## src/rtl/phase_lead.sv

```systemverilog
// Predictive edge generator. Measures the half-period of the synchronised
// zero-crossing input and, once locked, toggles sgn_lead LEAD clocks ahead of
// the next expected input edge. While unlocked, sgn_lead is a registered
// pass-through of the synchronised input.
module phase_lead #(
  parameter int unsigned CNT_W    = 8,
  parameter int unsigned LEAD     = 50,
  parameter int unsigned MIN_HALF = 60,
  parameter int unsigned MAX_HALF = 255,
  parameter int unsigned TOL      = 8
) (
  input  logic             clk,
  input  logic             rst_n,
  input  logic             sgn,
  output logic             sgn_lead,
  output logic             locked,
  output logic [CNT_W-1:0] half_per
);

  typedef enum logic [1:0] {StIdle, StAcq, StLock} state_e;

  localparam logic [CNT_W-1:0] MinHalfC = CNT_W'(MIN_HALF);
  localparam logic [CNT_W-1:0] MaxHalfC = CNT_W'(MAX_HALF);
  localparam logic [CNT_W-1:0] LeadC    = CNT_W'(LEAD);
  localparam logic [CNT_W:0]   TolC     = (CNT_W + 1)'(TOL);

  logic             sync1;
  logic             sgn_s;
  logic             sgn_d;
  logic             edge_det;
  logic [CNT_W-1:0] cnt;
  logic             fired;
  logic             fired_d;
  logic             sgn_lead_d;
  logic [CNT_W-1:0] half_per_d;
  state_e           state_q;
  state_e           state_d;

  logic             p_in_range;
  logic             valid;
  logic             timeout;
  logic [CNT_W:0]   p_ext;
  logic [CNT_W:0]   h_ext;
  logic [CNT_W:0]   diff;
  logic             within_tol;
  logic [CNT_W-1:0] lead_pt;
  logic             fire;

  // Two-FF synchroniser plus a delay stage for edge detection.
  always_ff @(posedge clk or negedge rst_n) begin
    if (!rst_n) begin
      sync1 <= 1'b0;
      sgn_s <= 1'b0;
      sgn_d <= 1'b0;
    end else begin
      sync1 <= sgn;
      sgn_s <= sync1;
      sgn_d <= sgn_s;
    end
  end

  assign edge_det = sgn_s ^ sgn_d;

  // Half-period counter: restarts at 1 after each edge, saturates at MAX_HALF.
  always_ff @(posedge clk or negedge rst_n) begin
    if (!rst_n) begin
      cnt <= '0;
    end else if (edge_det) begin
      cnt <= CNT_W'(1);
    end else if (cnt != MaxHalfC) begin
      cnt <= cnt + CNT_W'(1);
    end
  end

  // The counter value seen in an edge cycle is the measured half-period.
  assign p_in_range = (cnt >= MinHalfC) && (cnt < MaxHalfC);
  assign valid      = edge_det && p_in_range;
  assign timeout    = (cnt == MaxHalfC);

  // Absolute difference in one extra bit so it never wraps.
  assign p_ext      = {1'b0, cnt};
  assign h_ext      = {1'b0, half_per};
  assign diff       = (p_ext >= h_ext) ? (p_ext - h_ext) : (h_ext - p_ext);
  assign within_tol = (diff <= TolC);

  // Next state and half-period update.
  always_comb begin
    state_d    = state_q;
    half_per_d = half_per;
    unique case (state_q)
      StIdle: begin
        if (valid) begin
          state_d    = StAcq;
          half_per_d = cnt;
        end
      end
      StAcq, StLock: begin
        if (edge_det) begin
          if (valid) begin
            half_per_d = cnt;
            state_d    = within_tol ? StLock : StAcq;
          end else begin
            state_d = StIdle;
          end
        end else if (timeout) begin
          state_d = StIdle;
        end
      end
      default: state_d = StIdle;
    endcase
  end

  // half_per >= MIN_HALF > LEAD whenever locked, so this never underflows in use.
  assign lead_pt = half_per - LeadC;

  // Predicted toggle only while staying in LOCK; a real edge always takes priority.
  assign fire = !edge_det && (state_q == StLock) && (state_d == StLock) && !fired &&
                (cnt == lead_pt);

  // Output next-state: real edge, predicted toggle, or pass-through when unlocked.
  always_comb begin
    sgn_lead_d = sgn_lead;
    fired_d    = fired;
    if (edge_det) begin
      sgn_lead_d = sgn_s;
      fired_d    = 1'b0;
    end else if (fire) begin
      sgn_lead_d = ~sgn_s;
      fired_d    = 1'b1;
    end else if ((state_q != StLock) || (state_d != StLock)) begin
      sgn_lead_d = sgn_s;
    end
  end

  // State, measured half-period and output registers.
  always_ff @(posedge clk or negedge rst_n) begin
    if (!rst_n) begin
      state_q  <= StIdle;
      half_per <= '0;
      sgn_lead <= 1'b0;
      fired    <= 1'b0;
    end else begin
      state_q  <= state_d;
      half_per <= half_per_d;
      sgn_lead <= sgn_lead_d;
      fired    <= fired_d;
    end
  end

  assign locked = (state_q == StLock);

endmodule

```

## config.mk

```make
export PLATFORM = sky130hd
export DESIGN_NAME = phase_lead
export DESIGN_NICKNAME = d
export VERILOG_FILES = /design/src/rtl/phase_lead.sv
export SDC_FILE = /design/constraint.sdc
export NUM_CORES = 1
export LEC_CHECK = 0
export BUFFER_PORTS_ARGS = -buffer_cell sky130_fd_sc_hd__clkbuf_2
export CAP_MARGIN = 25
export CORE_MARGIN = 3
export CORE_UTILIZATION = 50
export DETAILED_ROUTE_END_ITERATION = 6
export GPL_TIMING_DRIVEN = 0
export PLACE_DENSITY = 0.73
export REMOVE_ABC_BUFFERS = 1
export SYNTH_ARGS = -nofsm -noshare
export SYNTH_HDL_FRONTEND = slang
export SYNTH_SLANG_ARGS = --single-unit
```

## constraint.sdc

```tcl
create_clock -name clk -period 8.1 [get_ports clk]
set_input_delay 1.215 -clock clk [delete_from_list [all_inputs] [get_ports clk]]
set_output_delay 1.215 -clock clk [all_outputs]
set_load 0.02 [all_outputs]
```

# ---- Word level (Yosys, flattened, before mapping)
# Index checks and enable logic that the tools add are counted.
# Widths: inputs -> output; s select.
dict set report op_classes {
  mux 17
  n_lt_le_gt_ge 4
  add_sub_neg 4
  n_bitwise 2
  reduce_logical 16
  n_eq_ne 9
}
# operator count
set ops {}
lappend ops {{$mux 8} 4}
lappend ops {{$sub 8x8->9} 2}
lappend ops {{$pmux 8 s2} 1}
lappend ops {{$mux 2} 5}
lappend ops {{$le 9x4->1 const B} 1}
lappend ops {{$mux 9} 1}
lappend ops {{$add 8x1->8 const B} 1}
lappend ops {{$eq 8x8->1} 1}
lappend ops {{$eq 8x8->1 const B} 1}
lappend ops {{$ge 8x6->1 const B} 1}
lappend ops {{$ge 8x8->1} 1}
lappend ops {{$lt 8x8->1 const B} 1}
lappend ops {{$ne 8x8->1 const B} 1}
lappend ops {{$sub 8x6->8 const B} 1}
lappend ops {{$logic_and 1x1->1} 6}
lappend ops {{$ne 2x2->1 const B} 3}
lappend ops {{$reduce_bool 2->1} 3}
lappend ops {{$mux 1} 5}
lappend ops {{$eq 2x2->1 const B} 2}
lappend ops {{$pmux 2 s2} 1}
lappend ops {{$reduce_bool 3->1} 1}
lappend ops {{$eq 2x1->1 const B} 1}
lappend ops {{$logic_not 1->1} 2}
lappend ops {{$logic_not 2->1} 1}
lappend ops {{5 further kinds} 5}
dict set report word_totals {
  word_cells 60
  reg_bits 23
}

# ---- Longest topological paths before layout
# Gate-level depths: netlist of the first run.
dict set report logic_depth {
  word_depth 13
  mapped_depth 12
}

# ---- Worst setup path after synthesis of the first run
# No wires, ideal clock.
dict set report synth_timing {
  path_type {register to register}
  start {register half_per[3]}
  end {register sgn_lead}
  path_buffers 1
  arrival_ns 2.808
  required_time_ns 7.976
  path_slack_ns 5.168
  setup_ns 0.124
  path_stages_with_launch 13
  cell_sequence {dfrtp_1 -> inv_1 -> ha_1 -> buf_6 -> nand3_1 -> or3_4 -> a21oi_1 -> a31oi_1 -> a21oi_1 -> mux2_2 -> a41oi_2 -> a2111oi_2 -> a211o_1}
}
dict set report synth_via {
  elab_chain_len 13
}
# element line_no
set synth_lines {}
lappend synth_lines {{from (decl)} 17} ;# output logic [CNT_W-1:0] half_per
lappend synth_lines {{from (signal assigned)} 144} ;# half_per <= half_per_d;
lappend synth_lines {{$sub 8x8->9 / $ge 8x8->1 (equally long branches)} 83} ;# assign diff = (p_ext >= h_ext) ? (p_ext - h_ext) : (h_ext - p_ext);
lappend synth_lines {{$mux 9} 83}
lappend synth_lines {{$le 9x4->1} 84} ;# assign within_tol = (diff <= TolC);
lappend synth_lines {{$mux 2} 101} ;# state_d = within_tol ? StLock : StAcq;
lappend synth_lines {{$mux 2} 99} ;# if (valid) begin
lappend synth_lines {{$mux 2} 98} ;# if (edge_det) begin
lappend synth_lines {{$pmux 2 s2} 90} ;# unique case (state_q)
lappend synth_lines {{$eq 2x2->1} 117} ;# assign fire = !edge_det && (state_q == StLock) && (state_d == StLock) && !fired &&
lappend synth_lines {{$logic_and 1x1->1 (3 in series)} 117}
lappend synth_lines {{$mux 1} 127} ;# end else if (fire) begin
lappend synth_lines {{$mux 1} 124} ;# if (edge_det) begin
lappend synth_lines {{to (signal assigned)} 145} ;# sgn_lead <= sgn_lead_d;
lappend synth_lines {{to (decl)} 15} ;# output logic sgn_lead,
# Several ways; a longest one is shown, not always the timed one.
# A chain may end at the register's enable or synchronous reset.

# ---- Worst setup path in the final report of the first run
# Same ends and word-level chain as after synthesis.

==> impl_metrics.env, run 1 <==
export IMPL_ioPinCount=13
export IMPL_cp_cell_sequence="inv_1 > ha_1 > nand3_1 > or3_4 > a21oi_1 > a31oi_1 > a21oi_1 > mux2_2 > a41oi_2 > a2111oi_2 > a211o_1"
export IMPL_detailedRoute_firstPassIterationCount=4
export IMPL_drt_antenna_violating_nets=0
export IMPL_report_final_slew_viol_count=0
export IMPL_cts_setup_buffers=0
export IMPL_fmax_mhz=309
export IMPL_grt_antenna_before_repair=0
export IMPL_grt_setup_unrepaired="false"
export IMPL_area_delta_synth_final_pct=6.47
export IMPL_tritoncts_buffers=3
export IMPL_rr_startpoint="half_per[3]"
export IMPL_route_layer_met1_wl_um=2310
export IMPL_worstSetupPathType="reg2reg"
export IMPL_postCtsHoldBufs=0
export IMPL_fillerInstances=346
export IMPL_grt_remaining_overflow=0
export IMPL_routed_wl_um=4500
export IMPL_reg2reg_to="sgn_lead"
export IMPL_port_buffers=12
export IMPL_hold_depth=0
export IMPL_final_period_utilization_pct=39.9
export IMPL_place_congestion=0.820
export IMPL_route_detailed_wl_per_inst_um=15.0
export IMPL_post_route_cells_drive_above_1_share_pct=13.8
export IMPL_antennaDiodeCount=0
export IMPL_vias_per_cell=5.80
export IMPL_die_h_um=70.4
export IMPL_status="completed"
export IMPL_global_route_usage_total_pct=18.8
export IMPL_mappedNetlistArea_um2=2070
export IMPL_cp_slowest_stage_delay_ps=510
export IMPL_yosys_most_used_dff="sky130_fd_sc_hd__dfrtp_1"
export IMPL_first_global_vias=1599
export IMPL_asyncSetResetFlopFracSynth_pct=100
export IMPL_grt_first_pass_wirelength_um=7670
export IMPL_cpMaxStageDelayCell="sky130_fd_sc_hd__dfrtp_1"
export IMPL_clock_skew_ps=2.10
export IMPL_cp_buf_inv_count=1
export IMPL_synth_seq_cells=23
export IMPL_core_rowCount=22
export IMPL_detail_route_iter0_violations=187
export IMPL_clock_path_buffers=2
export IMPL_min_delay_path_class="reg2reg"
export IMPL_routed_wl_met3_um=131
export IMPL_setup_slack_ps=4870
export IMPL_synthesis_instances=242
export IMPL_fin_cells=301
export IMPL_arrival_ps=3400
export IMPL_floorplan_die_area_um2=4950
export IMPL_dpl_hpwl_um=3470
export IMPL_clock_insertion_delay_worst_skew_ps=270
export IMPL_path_max_fanout=11
export IMPL_setup_viol_count_final=0
export IMPL_syn_mean_instance_area_um2=8.56
export IMPL_finalWorstPathRequiredPeriod_ps=3230
export IMPL_power_leakage_uw=0.00102
export IMPL_reg2reg_slack_ps=4870
export IMPL_cell_count_post_placement=297
export IMPL_synthDistinctLibCells=60
export IMPL_die_x_um=70.4
export IMPL_hold_path_end="sgn_s"
export IMPL_synth_enable_flop_cells=0
export IMPL_post_cts_resized=0
export IMPL_ctsRootBufferMaster="sky130_fd_sc_hd__clkbuf_8"
export IMPL_tritoncts="done"
export IMPL_design_core_area_um2=3830
export IMPL_routed_via_count=1746
export IMPL_drv_cap=0
export IMPL_clk_pin_slew_worst_paths_ps=80
export IMPL_critical_path_startpoint_type="flip-flop"
export IMPL_layout_nets=279
export IMPL_critical_path_most_common_cell="sky130_fd_sc_hd__a21oi_1"
export IMPL_tritoncts_num_sinks=23
export IMPL_crit_path_capture_type="flip-flop"
export IMPL_critical_path_required_ps=8260
export IMPL_synth_seq_area_share_pct=27.8
export IMPL_tightestPinTransition_ps=978
export IMPL_routed_wl_met2_um=1990
export IMPL_power_density_nw_per_um2=143
export IMPL_path_delay_family="compound AO/OA/AOI/OAI gates"
export IMPL_final_core_utilization_pct=57.6
export IMPL_worst_ir_drop_vdd_mv=0.129
export IMPL_critPathLaunch="half_per[3]"
export IMPL_maximum_number_of_pins_on_one_net_before_global_route_repair=24
export IMPL_uppermost_metal_layer_occupied_by_signal_nets="met4"
export IMPL_timing_hold_violations_final=0
export IMPL_worst_slew_margin_rel_pct=34.4
export IMPL_tns_ps=0
export IMPL_htreeDepth=1
export IMPL_drc_errors=0
export IMPL_floorplan_initialDensity_pct=54.1
export IMPL_worst_r2r_path_depth=11
export IMPL_preCtsSetupSlack_ps=4920
export IMPL_hold_path_startpoint="sync1"
export IMPL_synth_warn=0
[metrics by stage]
step	instance area (um2)	power [uW]	hold WS, ps
after floorplan	2040	219	331
after global placement	2160	242	335
after detailed placement	2160	243	346
after CTS	2200	314	365
after global routing	2200	334	374
final	2200	315	360
[cells in the final DEF, fill, tap and decap left out, drive strengths merged, types with 3 or more instances in the layout]
cell and instances:
a21o 3, xnor2 12, nand2 20, nor3 6, a21oi 18, o211ai 4
xor2 3, or3 5, o21a 3, ha 22, and3 3, nor2 13
dfrtp 23, nand3 11, nand2b 5, clkbuf 15, o21ai 17, a211oi 3
a31oi 6, nand4 6, inv 27
[sequential cells by signal (all words and copies together), names as in the netlist]
name / count
sgn_s: 1
half_per: 8
sgn_lead: 1
sgn_d: 1
cnt: 8
fired: 1
sync1: 1
state_q: 2
[cell usage after synthesis (all sizes together), types with 2 or more instances]
| cell | n | area share [%] |
|---|---|---|
| nand3 | 11 | 2.9 |
| a31oi | 6 | 1.8 |
| o21a | 3 | 1.1 |
| nand4 | 6 | 2.5 |
| nor3 | 6 | 1.5 |
| o211ai | 4 | 1.7 |
| nand2b | 5 | 1.9 |
| nor4 | 2 | 1.3 |
| dfrtp | 23 | 28 |
| mux2i | 2 | 0.97 |
| o311a | 2 | 1.0 |
| a21o | 3 | 1.1 |
| buf | 4 | 1.4 |
| a211oi | 3 | 1.3 |
| a211o | 2 | 0.85 |
| nor2 | 13 | 2.4 |
| or3 | 5 | 1.8 |
| and3 | 3 | 0.97 |
| a22oi | 2 | 0.72 |
| xor2 | 3 | 1.3 |
| inv | 27 | 5.0 |
| ha | 22 | 13 |
| nand2 | 20 | 3.7 |
| a21oi | 18 | 4.5 |
| xnor2 | 12 | 5.1 |
| o21ai | 17 | 4.1 |
[layer usage]
metal	global-route usage [%]	up-vias
met2	28.6	33
met1	28.1	816
met4	5.11	0
met3	1.87	7
li1	-	890
met5	0	-
[final cells by class]
class	count	area (um2)	area share (%)
inverters	27	104	4.71
clock buffers	3	41.3	1.87
well taps	48	60.1	2.72
flip-flops and latches	23	576	26.1
clock inverters	1	5.00	0.227
repair buffers	12	60.1	2.72
multi-input cells	187	1360	61.6
[cells by family after synthesis]
family                   count (synthesis)  synth area share (%)
AND/OR/NAND/NOR                         76                  20.5
AO/OA/AOI/OAI                           71                  23.9
buffers and inverters                   32                  6.59
flip-flops                              23                  27.8
adder cells (fa/ha/maj)                 22                  13.3
XOR/XNOR                                15                  6.34
multiplexers                             3                  1.51
[worst max-delay path by stage]
stage                     endpoint  slack (ps)  cells past startpoint
after floorplan           sgn_lead        5140                     11
final                     sgn_lead        4870                     11
after detailed placement  sgn_lead        4920                     11
after CTS                 sgn_lead        4900                     11
after global placement    sgn_lead        4930                     11
after global routing      sgn_lead        4660                     11
[power by group]
group          internal (uW)  leakage (uW)  total, uW  switching [uW]
combinational           48.6      0.000687        117            68.3
clock                   34.4     0.0000255       72.1            37.6
sequential               119      0.000305        126            6.79
Note: power is estimated with default switching activity, not from simulation.
==> inputs of run 2 (changes only) <==
Clock period 8.1 ns to 3.4 ns, I/O delays scaled along.
==> run 2 against run 1 <==
Effect of this change:
- sequential cell count unchanged
- critical endpoint unchanged
- critical path depth unchanged
- largest power group unchanged
- sequential share of layout area about the same
- count of clock-buffer cells in the layout unchanged
- critical path type unchanged
==> impl_metrics.env, run 2 (synthesized netlist as in run 1, its figures left out) <==
export IMPL_die_x_um=70.4
export IMPL_worstSetupPathType="reg2reg"
export IMPL_cp_cell_sequence="inv_1 > ha_1 > nand3_1 > or3_4 > a21oi_1 > a31oi_1 > a21oi_1 > mux2_2 > a41oi_2 > a2111oi_2 > a211o_1"
export IMPL_power_leakage_uw=0.00102
export IMPL_hold_worst_slack_ps=215
export IMPL_cp_slowest_stage_delay_ps=520
export IMPL_post_route_cells_drive_above_1_share_pct=14.2
export IMPL_cp_buf_inv_count=1
export IMPL_maximum_number_of_pins_on_one_net_before_global_route_repair=24
export IMPL_multi_input_comb_area_um2=1360
export IMPL_cpMaxStageDelayCell="sky130_fd_sc_hd__dfrtp_1"
export IMPL_critical_path_most_common_cell="sky130_fd_sc_hd__a21oi_1"
export IMPL_design_core_area_um2=3830
export IMPL_global_route_usage_total_pct=18.8
export IMPL_antennaDiodeCount=0
export IMPL_tritoncts_buffers=3
export IMPL_seq_area_um2=576
export IMPL_ioPinCount=13
export IMPL_routed_wl_um=4490
export IMPL_power_density_nw_per_um2=340
export IMPL_worst_ir_drop_vdd_mv=0.309
export IMPL_rr_startpoint="half_per[4]"
export IMPL_drc_errors=0
export IMPL_final_cell_mix="24 x sky130_fd_sc_hd__inv_1, 23 x sky130_fd_sc_hd__dfrtp_1, 21 x sky130_fd_sc_hd__ha_1, 19 x sky130_fd_sc_hd__nand2_1, 17 x sky130_fd_sc_hd__a21oi_1"
export IMPL_core_rowCount=22
export IMPL_floorplan_initialDensity_pct=54.1
export IMPL_htreeDepth=1
export IMPL_postCtsHoldBufs=0
export IMPL_detail_route_iter0_violations=181
export IMPL_mostFrequentLayoutCell="sky130_fd_sc_hd__inv_1"
export IMPL_floorplan_die_area_um2=4950
export IMPL_area_delta_synth_final_pct=6.59
export IMPL_arrival_ps=3400
export IMPL_grt_first_pass_wirelength_um=7670
export IMPL_tritoncts_num_sinks=23
export IMPL_worst_r2r_path_depth=11
export IMPL_tightestPinTransition_ps=981
export IMPL_top_regs="cnt (8), half_per (8), state_q (2)"
export IMPL_critical_path_startpoint_type="flip-flop"
export IMPL_fillerInstances=345
export IMPL_clk_pin_slew_worst_paths_ps=80
export IMPL_first_global_vias=1599
export IMPL_port_buffers=12
export IMPL_ctsRootBufferMaster="sky130_fd_sc_hd__clkbuf_8"
export IMPL_tns_ps=0
export IMPL_grt_antenna_before_repair=0
export IMPL_grt_setup_unrepaired="false"
export IMPL_place_congestion=0.820
export IMPL_vias_per_cell=5.86
export IMPL_finalWorstPathRequiredPeriod_ps=3240
export IMPL_clock_insertion_delay_worst_skew_ps=270
export IMPL_layout_nets=279
export IMPL_worst_slew_margin_rel_pct=34.2
export IMPL_final_period_utilization_pct=95.2
export IMPL_reg2reg_to="sgn_lead"
export IMPL_crit_path_capture_type="flip-flop"
export IMPL_dpl_hpwl_um=3470
export IMPL_drv_cap=0
export IMPL_cts_setup_buffers=0
export IMPL_clock_path_buffers=2
export IMPL_setup_viol_count_final=0
export IMPL_fmax_mhz=309
export IMPL_die_h_um=70.4
export IMPL_route_detailed_wl_per_inst_um=14.9
export IMPL_critPathLaunch="half_per[4]"
export IMPL_reg2reg_slack_ps=160
export IMPL_min_delay_path_class="in2async"
export IMPL_detailedRoute_firstPassIterationCount=4
export IMPL_grt_remaining_overflow=0
export IMPL_path_max_fanout=10
export IMPL_drt_antenna_violating_nets=0
export IMPL_report_final_slew_viol_count=0
export IMPL_status="completed"
export IMPL_post_cts_resized=0
export IMPL_path_delay_family="compound AO/OA/AOI/OAI gates"
export IMPL_critical_path_required_ps=3560
export IMPL_routed_via_count=1764
export IMPL_tritoncts="done"
export IMPL_clock_skew_ps=1.18
export IMPL_timing_hold_violations_final=0
run 2: cell counts in the layout (fill, tap and decap cells not counted):
No cell type changed its count.
run 2: where the power goes:
group          switching (uW)  leakage [uW]  internal, uW
clock network            90.4     0.0000255          82.0
registers                16.2      0.000305           283
logic                     163      0.000686           116
total                     269       0.00102           482
run 2: cell type report:
cell class	instances	area share (%)
inverter	27	4.71
clock buffer	3	1.87
timing repair buffer	12	2.72
sequential	23	26.1
tap	48	2.72
multi-input combinational	187	61.7
clock inverter	1	0.227
run 2: per-stage QoR:
step	util [%]	total power, uW	cell area (um2)	setup WS, ps	instances
after CTS	57.6	748	2200	195	301
after detailed placement	56.4	578	2160	222	297
after global placement	56.4	577	2160	232	297
final	57.7	751	2210	165	301
after floorplan	-	523	2040	443	237
after global routing	57.7	797	2210	30.2	301
run 2: metal layers:
metal	global-route usage, %	vias to the layer above	share of wire, %
met5	0	-	0
met4	5.11	0	1.5
met1	28.1	828	51
met2	28.6	36	45
met3	1.87	7	2.9
li1	-	893	-
run 2: worst max path at each step:
stage / depth (start not counted) / slack, ps / endpoint
6_report: 11 / 160 / sgn_lead
5_1_grt: 11 / 30 / sgn_lead
4_1_cts: 11 / 200 / sgn_lead
3_5_place_dp: 11 / 220 / sgn_lead
3_3_place_gp: 11 / 230 / sgn_lead
2_1_floorplan: 11 / 440 / sgn_lead
